<file path="config.mk">
export PLATFORM = sky130hd
export DESIGN_NAME = ps2_ascii_tx_queue
export DESIGN_NICKNAME = d
export VERILOG_FILES = /design/src/rtl/ps2_kbd_pkg.sv /design/src/rtl/ps2_scancode_to_ascii.sv /design/src/rtl/ps2_ascii_tx_queue.sv
export SDC_FILE = /design/constraint.sdc
export NUM_CORES = 1
export LEC_CHECK = 0
export ABC_AREA = 1
export CAP_MARGIN = 0
export CORE_AREA = 3 3 140 142
export CTS_BUF_LIST = sky130_fd_sc_hd__clkbuf_8
export DETAILED_ROUTE_END_ITERATION = 16
export DIE_AREA = 0 0 143 145
export DONT_BUFFER_PORTS = 1
export PLACE_DENSITY_LB_ADDON = 0.12
export SETUP_SLACK_MARGIN = 0.4
export SLEW_MARGIN = 25
export SYNTH_ARGS = -nofsm -noshare
export SYNTH_HDL_FRONTEND = slang
export SYNTH_HIERARCHICAL = 1
export SYNTH_SLANG_ARGS = --single-unit
</file>
<file path="constraint.sdc">
create_clock -name clk -period 2.7 [get_ports clk]
set_input_delay 0.54 -clock clk [delete_from_list [all_inputs] [get_ports clk]]
set_output_delay 0.54 -clock clk [all_outputs]
set_load 0.01 [all_outputs]
</file>
<file path="src/rtl/ps2_kbd_pkg.sv">
// Shared types and constants for the PS/2 set-2 keyboard to ASCII transmit path.
`timescale 1ns/1ps
package ps2_kbd_pkg;

    // Decoder position within a make/break/extended byte sequence.
    typedef enum logic [1:0] {
        StIdle,
        StBrk,
        StExt,
        StExtBrk
    } ps2_state_e;

    // Set-2 scancodes that steer the decoder or have special translations.
    localparam logic [7:0] ScBreak  = 8'hF0;
    localparam logic [7:0] ScExt    = 8'hE0;
    localparam logic [7:0] ScLShift = 8'h12;
    localparam logic [7:0] ScRShift = 8'h59;
    localparam logic [7:0] ScCaps   = 8'h58;
    localparam logic [7:0] ScEnter  = 8'h5A;
    localparam logic [7:0] ScSpace  = 8'h29;
    localparam logic [7:0] ScBksp   = 8'h66;

    // ASCII control characters produced by the translator.
    localparam logic [7:0] AsciiCr = 8'h0D;
    localparam logic [7:0] AsciiLf = 8'h0A;
    localparam logic [7:0] AsciiBs = 8'h08;
    localparam logic [7:0] AsciiSp = 8'h20;

    function automatic logic is_shift_code(input logic [7:0] code);
        return (code == ScLShift) || (code == ScRShift);
    endfunction

endpackage

</file>
<file path="src/rtl/ps2_scancode_to_ascii.sv">
// Combinational translation of a set-2 make code to ASCII using Shift and Caps Lock state.
`timescale 1ns/1ps
module ps2_scancode_to_ascii
    import ps2_kbd_pkg::*;
(
    input  logic [7:0] code_i,
    input  logic       shift_i,
    input  logic       caps_i,
    output logic [7:0] ascii_o,
    output logic       valid_o
);

    logic [7:0] lower;
    logic [7:0] plain;
    logic [7:0] shifted;
    logic       is_letter;
    logic       is_other;

    // Look up the key class, then apply case folding: letters follow shift^caps, the rest shift.
    always_comb begin
        lower     = 8'h00;
        plain     = 8'h00;
        shifted   = 8'h00;
        is_letter = 1'b0;
        is_other  = 1'b0;
        case (code_i)
            8'h1C: begin is_letter = 1'b1; lower = 8'h61; end
            8'h32: begin is_letter = 1'b1; lower = 8'h62; end
            8'h21: begin is_letter = 1'b1; lower = 8'h63; end
            8'h23: begin is_letter = 1'b1; lower = 8'h64; end
            8'h24: begin is_letter = 1'b1; lower = 8'h65; end
            8'h2B: begin is_letter = 1'b1; lower = 8'h66; end
            8'h34: begin is_letter = 1'b1; lower = 8'h67; end
            8'h33: begin is_letter = 1'b1; lower = 8'h68; end
            8'h43: begin is_letter = 1'b1; lower = 8'h69; end
            8'h3B: begin is_letter = 1'b1; lower = 8'h6A; end
            8'h42: begin is_letter = 1'b1; lower = 8'h6B; end
            8'h4B: begin is_letter = 1'b1; lower = 8'h6C; end
            8'h3A: begin is_letter = 1'b1; lower = 8'h6D; end
            8'h31: begin is_letter = 1'b1; lower = 8'h6E; end
            8'h44: begin is_letter = 1'b1; lower = 8'h6F; end
            8'h4D: begin is_letter = 1'b1; lower = 8'h70; end
            8'h15: begin is_letter = 1'b1; lower = 8'h71; end
            8'h2D: begin is_letter = 1'b1; lower = 8'h72; end
            8'h1B: begin is_letter = 1'b1; lower = 8'h73; end
            8'h2C: begin is_letter = 1'b1; lower = 8'h74; end
            8'h3C: begin is_letter = 1'b1; lower = 8'h75; end
            8'h2A: begin is_letter = 1'b1; lower = 8'h76; end
            8'h1D: begin is_letter = 1'b1; lower = 8'h77; end
            8'h22: begin is_letter = 1'b1; lower = 8'h78; end
            8'h35: begin is_letter = 1'b1; lower = 8'h79; end
            8'h1A: begin is_letter = 1'b1; lower = 8'h7A; end
            8'h45: begin is_other = 1'b1; plain = 8'h30; shifted = 8'h29; end
            8'h16: begin is_other = 1'b1; plain = 8'h31; shifted = 8'h21; end
            8'h1E: begin is_other = 1'b1; plain = 8'h32; shifted = 8'h40; end
            8'h26: begin is_other = 1'b1; plain = 8'h33; shifted = 8'h23; end
            8'h25: begin is_other = 1'b1; plain = 8'h34; shifted = 8'h24; end
            8'h2E: begin is_other = 1'b1; plain = 8'h35; shifted = 8'h25; end
            8'h36: begin is_other = 1'b1; plain = 8'h36; shifted = 8'h5E; end
            8'h3D: begin is_other = 1'b1; plain = 8'h37; shifted = 8'h26; end
            8'h3E: begin is_other = 1'b1; plain = 8'h38; shifted = 8'h2A; end
            8'h46: begin is_other = 1'b1; plain = 8'h39; shifted = 8'h28; end
            ScSpace: begin is_other = 1'b1; plain = AsciiSp; shifted = AsciiSp; end
            ScEnter: begin is_other = 1'b1; plain = AsciiCr; shifted = AsciiCr; end
            ScBksp:  begin is_other = 1'b1; plain = AsciiBs; shifted = AsciiBs; end
            default: ;
        endcase
        valid_o = is_letter | is_other;
        if (is_letter) begin
            ascii_o = (shift_i ^ caps_i) ? (lower - 8'h20) : lower;
        end else begin
            ascii_o = shift_i ? shifted : plain;
        end
    end

endmodule

</file>
<file path="src/rtl/ps2_ascii_tx_queue.sv">
// PS/2 set-2 decoder with Shift/Caps tracking, ASCII FIFO and paced UART drain.
// Optional macro ECHO_CRLF_EN: Enter enqueues CR followed by LF via a one-entry pending register.
`timescale 1ns/1ps
module ps2_ascii_tx_queue
    import ps2_kbd_pkg::*;
#(
    parameter int unsigned DEPTH  = 16,
    parameter int unsigned TX_GAP = 104170
) (
    input  logic                     clk,
    input  logic                     reset_n,
    input  logic [7:0]               scancode,
    input  logic                     new_code,
    input  logic                     tx_ready,
    output logic                     en_send,
    output logic [7:0]               send_data,
    output logic [7:0]               last_ascii,
    output logic [$clog2(DEPTH):0]   fifo_count,
    output logic                     overflow
);

    localparam int unsigned AW   = $clog2(DEPTH);
    localparam int unsigned CW   = AW + 1;
    localparam int unsigned GapW = (TX_GAP > 1) ? $clog2(TX_GAP) : 1;

    // Reset synchroniser: assertion is immediate, release follows two clock edges.
    logic [1:0] rst_sync_q;
    logic       rst_n;

    // Shift in ones after reset_n releases.
    always_ff @(posedge clk or negedge reset_n) begin
        if (!reset_n) rst_sync_q <= 2'b00;
        else          rst_sync_q <= {rst_sync_q[0], 1'b1};
    end
    assign rst_n = rst_sync_q[1];

    // Decoder state and translation.
    ps2_state_e state_q;
    logic       shift_q;
    logic       caps_q;
    logic       push_q;
    logic [7:0] push_data_q;
    logic [7:0] tr_ascii;
    logic       tr_valid;
    logic       make_strobe;
    logic       push_new;

    ps2_scancode_to_ascii u_xlate (
        .code_i  (scancode),
        .shift_i (shift_q),
        .caps_i  (caps_q),
        .ascii_o (tr_ascii),
        .valid_o (tr_valid)
    );

    assign make_strobe = new_code && (state_q == StIdle) &&
                         (scancode != ScBreak) && (scancode != ScExt);
    assign push_new    = make_strobe && tr_valid;

`ifdef ECHO_CRLF_EN
    logic       pend_q;
    logic [7:0] pend_data_q;
    logic       pend_lf_q;
    logic       is_enter;
    assign is_enter = (scancode == ScEnter);
`endif

    // Decoder FSM: sequence tracking, modifier state and the registered push towards the FIFO.
    always_ff @(posedge clk or negedge rst_n) begin
        if (!rst_n) begin
            state_q     <= StIdle;
            shift_q     <= 1'b0;
            caps_q      <= 1'b0;
            push_q      <= 1'b0;
            push_data_q <= 8'h00;
`ifdef ECHO_CRLF_EN
            pend_q      <= 1'b0;
            pend_data_q <= 8'h00;
            pend_lf_q   <= 1'b0;
`endif
        end else begin
            if (new_code) begin
                unique case (state_q)
                    StIdle: begin
                        if (scancode == ScBreak) begin
                            state_q <= StBrk;
                        end else if (scancode == ScExt) begin
                            state_q <= StExt;
                        end else begin
                            if (is_shift_code(scancode)) shift_q <= 1'b1;
                            if (scancode == ScCaps)      caps_q  <= ~caps_q;
                        end
                    end
                    StBrk: begin
                        if (is_shift_code(scancode)) shift_q <= 1'b0;
                        state_q <= StIdle;
                    end
                    StExt:    state_q <= (scancode == ScBreak) ? StExtBrk : StIdle;
                    StExtBrk: state_q <= StIdle;
                endcase
            end
`ifdef ECHO_CRLF_EN
            // A pending byte always goes first; a make landing in the same cycle is parked
            // behind it. PS/2 strobes are ~1 ms apart, so the pending slot never overfills.
            if (pend_q) begin
                push_q      <= 1'b1;
                push_data_q <= pend_data_q;
                if (push_new) begin
                    pend_data_q <= tr_ascii;
                    pend_lf_q   <= is_enter;
                end else if (pend_lf_q) begin
                    pend_data_q <= AsciiLf;
                    pend_lf_q   <= 1'b0;
                end else begin
                    pend_q <= 1'b0;
                end
            end else begin
                push_q <= push_new;
                if (push_new) push_data_q <= tr_ascii;
                pend_q      <= push_new && is_enter;
                pend_data_q <= AsciiLf;
                pend_lf_q   <= 1'b0;
            end
`else
            push_q <= push_new;
            if (push_new) push_data_q <= tr_ascii;
`endif
        end
    end

    // FIFO and drain.
    logic [7:0]      mem_q [DEPTH];
    logic [AW-1:0]   wr_q;
    logic [AW-1:0]   rd_q;
    logic [CW-1:0]   count_q;
    logic [CW-1:0]   count_d;
    logic [GapW-1:0] gap_q;
    logic            en_send_q;
    logic [7:0]      send_data_q;
    logic [7:0]      last_ascii_q;
    logic            overflow_q;
    logic            full;
    logic            empty;
    logic            pop;
    logic            push_acc;
    logic [7:0]      head;

    assign full  = (count_q == CW'(DEPTH));
    assign empty = (count_q == '0);
    // An empty queue forwards the incoming push straight to the UART in the same cycle.
    assign pop      = tx_ready && (gap_q == '0) && (!empty || push_q);
    assign push_acc = push_q && (!full || pop);
    assign head     = empty ? push_data_q : mem_q[rd_q];

    // Occupancy next state.
    always_comb begin
        count_d = count_q;
        case ({push_acc, pop})
            2'b10:   count_d = count_q + 1'b1;
            2'b01:   count_d = count_q - 1'b1;
            default: count_d = count_q;
        endcase
    end

    // Storage array; contents need no reset since occupancy gates every read.
    always_ff @(posedge clk) begin
        if (push_acc) mem_q[wr_q] <= push_data_q;
    end

    // Pointers, occupancy, pacing and registered UART outputs.
    always_ff @(posedge clk or negedge rst_n) begin
        if (!rst_n) begin
            wr_q         <= '0;
            rd_q         <= '0;
            count_q      <= '0;
            gap_q        <= '0;
            en_send_q    <= 1'b0;
            send_data_q  <= 8'h00;
            last_ascii_q <= 8'h00;
            overflow_q   <= 1'b0;
        end else begin
            count_q   <= count_d;
            en_send_q <= pop;
            if (push_acc) begin
                wr_q         <= wr_q + 1'b1;
                last_ascii_q <= push_data_q;
            end
            if (push_q && !push_acc) overflow_q <= 1'b1;
            if (pop) begin
                rd_q        <= rd_q + 1'b1;
                send_data_q <= head;
                gap_q       <= GapW'(TX_GAP - 1);
            end else if (gap_q != '0) begin
                gap_q <= gap_q - 1'b1;
            end
        end
    end

    assign en_send    = en_send_q;
    assign send_data  = send_data_q;
    assign last_ascii = last_ascii_q;
    assign fifo_count = count_q;
    assign overflow   = overflow_q;

endmodule

</file>
==> flow_summary.json <==
{
  "drt_wl_total_mm": 20.6,
  "place_area_sq_mm": 0.00952,
  "die_h_microns": 145,
  "synth_cells": 943,
  "critical_path.startpoint": "gap_q[1]",
  "drc": 0,
  "syn_nets": 966,
  "holdPathStages": 1,
  "grt_max_degree": 67,
  "peakVddDrop_uv": 333,
  "clock.fmax_mhz": 431,
  "path_clk_slew_ps": 100,
  "antenna_found_initial": 0,
  "die_x_microns": 143,
  "htree_levels": 4,
  "ys_types": 44,
  "start_util_pct": 49.1,
  "rows": 50,
  "cts_buffer_depth": 2,
  "drtAntennaViolNets": 0,
  "synth-async-reset-ratio_pct": 33.0,
  "end_kind": "flip-flop",
  "timing.final.crit_share_pct": 86.0,
  "die-area_sq_mm": 0.0207,
  "synth_edf_count": 128,
  "ys.flop_type": "edfxtp_1",
  "finish.utilization_pct": 54.5,
  "ios": 35,
  "avgSynthCellArea_sq_um": 9.67,
  "clock_sink_count": 191,
  "avgRoutedWirePerCell_microns": 16.9,
  "placed_cells": 1175,
  "whs_ps": 164,
  "first_pass_iters": 6,
  "cts_tree": "done",
  "grt_pass1_vias": 6178,
  "cts-root-buf": "clkbuf_8",
  "final_layout_size_suffix_gt1_share_pct": 15.5,
  "reg2regPathDepth": 18,
  "p_per_area_mw_per_mm2": 576,
  "drtIter0Drc": 433,
  "hold_end": "state_q[1]",
  "area_growth_pct": 11.1,
  "maxSlewViolCount": 0,
  "n_antenna_cell": 0,
  "finalInstanceArea_sq_mm": 0.0101,
  "detailed_place_hpwl_mm": 13.8,
  "cts_buffers": 17,
  "ys_seq_area_share_pct": 59.4,
  "r2r_end": "fifo_count[4]",
  "routabilityCongestion": 0.889,
  "worstPathRequired_ps": 3060,
  "netlist.area_leader.share_pct": 42.1,
  "critPathKind": "flip-flop to flip-flop",
  "insertion_delay_ps": 460,
  "worstSetupStartpointType": "flip-flop",
  "arrival_ps": 2680,
  "setup_tns_ps": 0,
  "core_sq_mm": 0.0186,
  "port_buffers": 0,
  "reg2reg_slack_ps": 380,
  "instances_no_fill": 1221,
  "ys_warn_count": 6,
  "hold_start": "scancode[4]",
  "slew_headroom_pct": 51.8,
  "period_minus_slack_ps": 2320,
  "track_usage_pct": 20.7,
  "synthTopCellsByArea": "edfxtp_1, dfrtp_1, nor2_1",
  "netlist_area_sq_mm": 0.00912,
  "finalSetupViolCount": 0,
  "grt_pass1_wl_mm": 33.5,
  "finClkSkew_ps": 11.8,
  "rsz0062_at_grt": "yes",
  "critPathMaxFanout": 4,
  "drv_cap": 0,
  "yosysTopAreaCell": "edfxtp_1",
  "via_per_inst": 5.31,
  "finalHoldViolCount": 0,
  "fin_nets": 997,
  "vias": 6488,
  "leakagePower_uw": 0.00406,
  "grt_overflow": 0,
  "status": "finished clean",
  "ys_ff_latch": 191,
  "hp-class": "primary input to flip-flop",
  "worstMarginPinSlew_ps": 723,
  "r2r-start": "gap_q[1]"
}
==> critical path: stages (launching register included) <==
cell	delay, ps
dfrtp_1	400
inv_2	80
ha_4	150
nand2_4	50
nor2_4	110
nand2_2	70
nor2_4	130
nand2_4	90
nor2_4	170
inv_2	60
fa_2	350
nor2_2	140
a211oi_2	60
nand2_1	70
nand2_1	60
nand2_1	70
nand2_1	50
nand2_1	60
inv_1	30
==> report_power, final <==
group	internal, uW	switching [uW]
Sequential	3400	164
Combinational	92.3	301
Clock	839	1030
Total	4340	1500
==> routing by layer <==
layer  vias to the layer above  wire length (microns)  share of wire, %  track usage, %
met5                         -                      0                 0               0
met3                        24                    632               3.1            3.16
met2                       116                   9920                48            31.5
met4                         0                    390               1.9            6.42
li1                       3241                      -                 -               -
met1                      3107                   9680                47            30.6
==> cell usage after synthesis (3+ instances only) <==
library cell and n:
buf_2 14, xnor2_1 3, o31ai_1 3, nor2_4 4
nand2_2 13, clkbuf_1 11, o21ai_1 8, nor2_1 182
o211ai_1 35, o21ai_2 8, nand2_1 163, dfrtp_1 63
a21oi_1 16, xor2_1 13, o21ai_0 78, nor3_1 7
inv_2 10, nand4_1 12, ha_1 10, nand3_1 51
nand2_4 5, nor2_2 19, inv_1 62, edfxtp_1 128
==> cell usage in the layout (no fill, tap or decap), types with 4 or more instances in the layout <==
cell      synthesis  layout
a21oi_1          16      16
buf_12            0       4
buf_4             2      37
clkbuf_8          0      17
dfrtp_1          63      58
dfrtp_2           0       5
edfxtp_1        128     128
ha_1             10       7
inv_1            62      61
inv_2            10      12
inv_6             0       5
nand2_1         163     162
nand2_2          13      13
nand2_4           5       6
nand3_1          51      51
nand4_1          12      12
nor2_1          182     179
nor2_2           19      14
nor2_4            4      12
nor3_1            7       7
o211ai_1         35      35
o21ai_0          78      78
o21ai_1           8       8
o21ai_2           8       8
xor2_1           13      13
==> registers in the layout, summed over array words and instances (netlist names) <==
name / flops
shift_q: 1
wr_q: 4
gap_q: 17
push_data_q: 8
last_ascii: 8
en_send: 1
overflow: 1
rd_q: 4
send_data: 8
fifo_count: 5
caps_q: 1
rst_sync_q: 2
mem_q: 128
state_q: 2
push_q: 1
==> kinds of logic after synthesis <==
family / synth area share [%]
adders and majority gates: 1.59
other: 0.0823
xor gates and xnor gates: 1.54
DFF: 59.4
buffers and inverters: 4.76
and+or+nand+nor: 22.5
AOI/OAI and AO/OA: 10.1
==> cell type report <==
cell class | instances | area, sq um
fill | 1666 | 8450
multi-input combinational | 648 | 3370
timing repair buffer | 42 | 368
tap | 234 | 293
sequential | 191 | 5430
clock buffer | 17 | 234
inverter | 74 | 285
clock inverter | 15 | 158
==> what timing repair did <==
action                                  in CTS  in global routing
endpoints found under the setup margin      33                 34
pin swaps                                    7                 12
hold endpoints to repair                     2                  0
hold buffers                                 1                  0
resized for setup                           12                 10
buffers inserted                             9                  4
==> through the flow <==
stage	power, uW	setup slack (ps)
3_5_place_dp	4030	187
2_1_floorplan	3760	414
4_1_cts	5900	407
6_report	5830	379
5_1_grt	6060	186
3_3_place_gp	4020	292
==> how the worst max path moves through the flow <==
| stage | end | slack (ps) | cells past startpoint |
|---|---|---|---|
| global route | fifo_count[4] | 190 | 17 |
| floorplan | fifo_count[4] | 410 | 17 |
| global placement | fifo_count[4] | 290 | 17 |
| finish | fifo_count[4] | 380 | 18 |
| CTS | fifo_count[4] | 410 | 17 |
| detailed placement | fifo_count[4] | 190 | 17 |
Power figures use the tool's default switching activity.
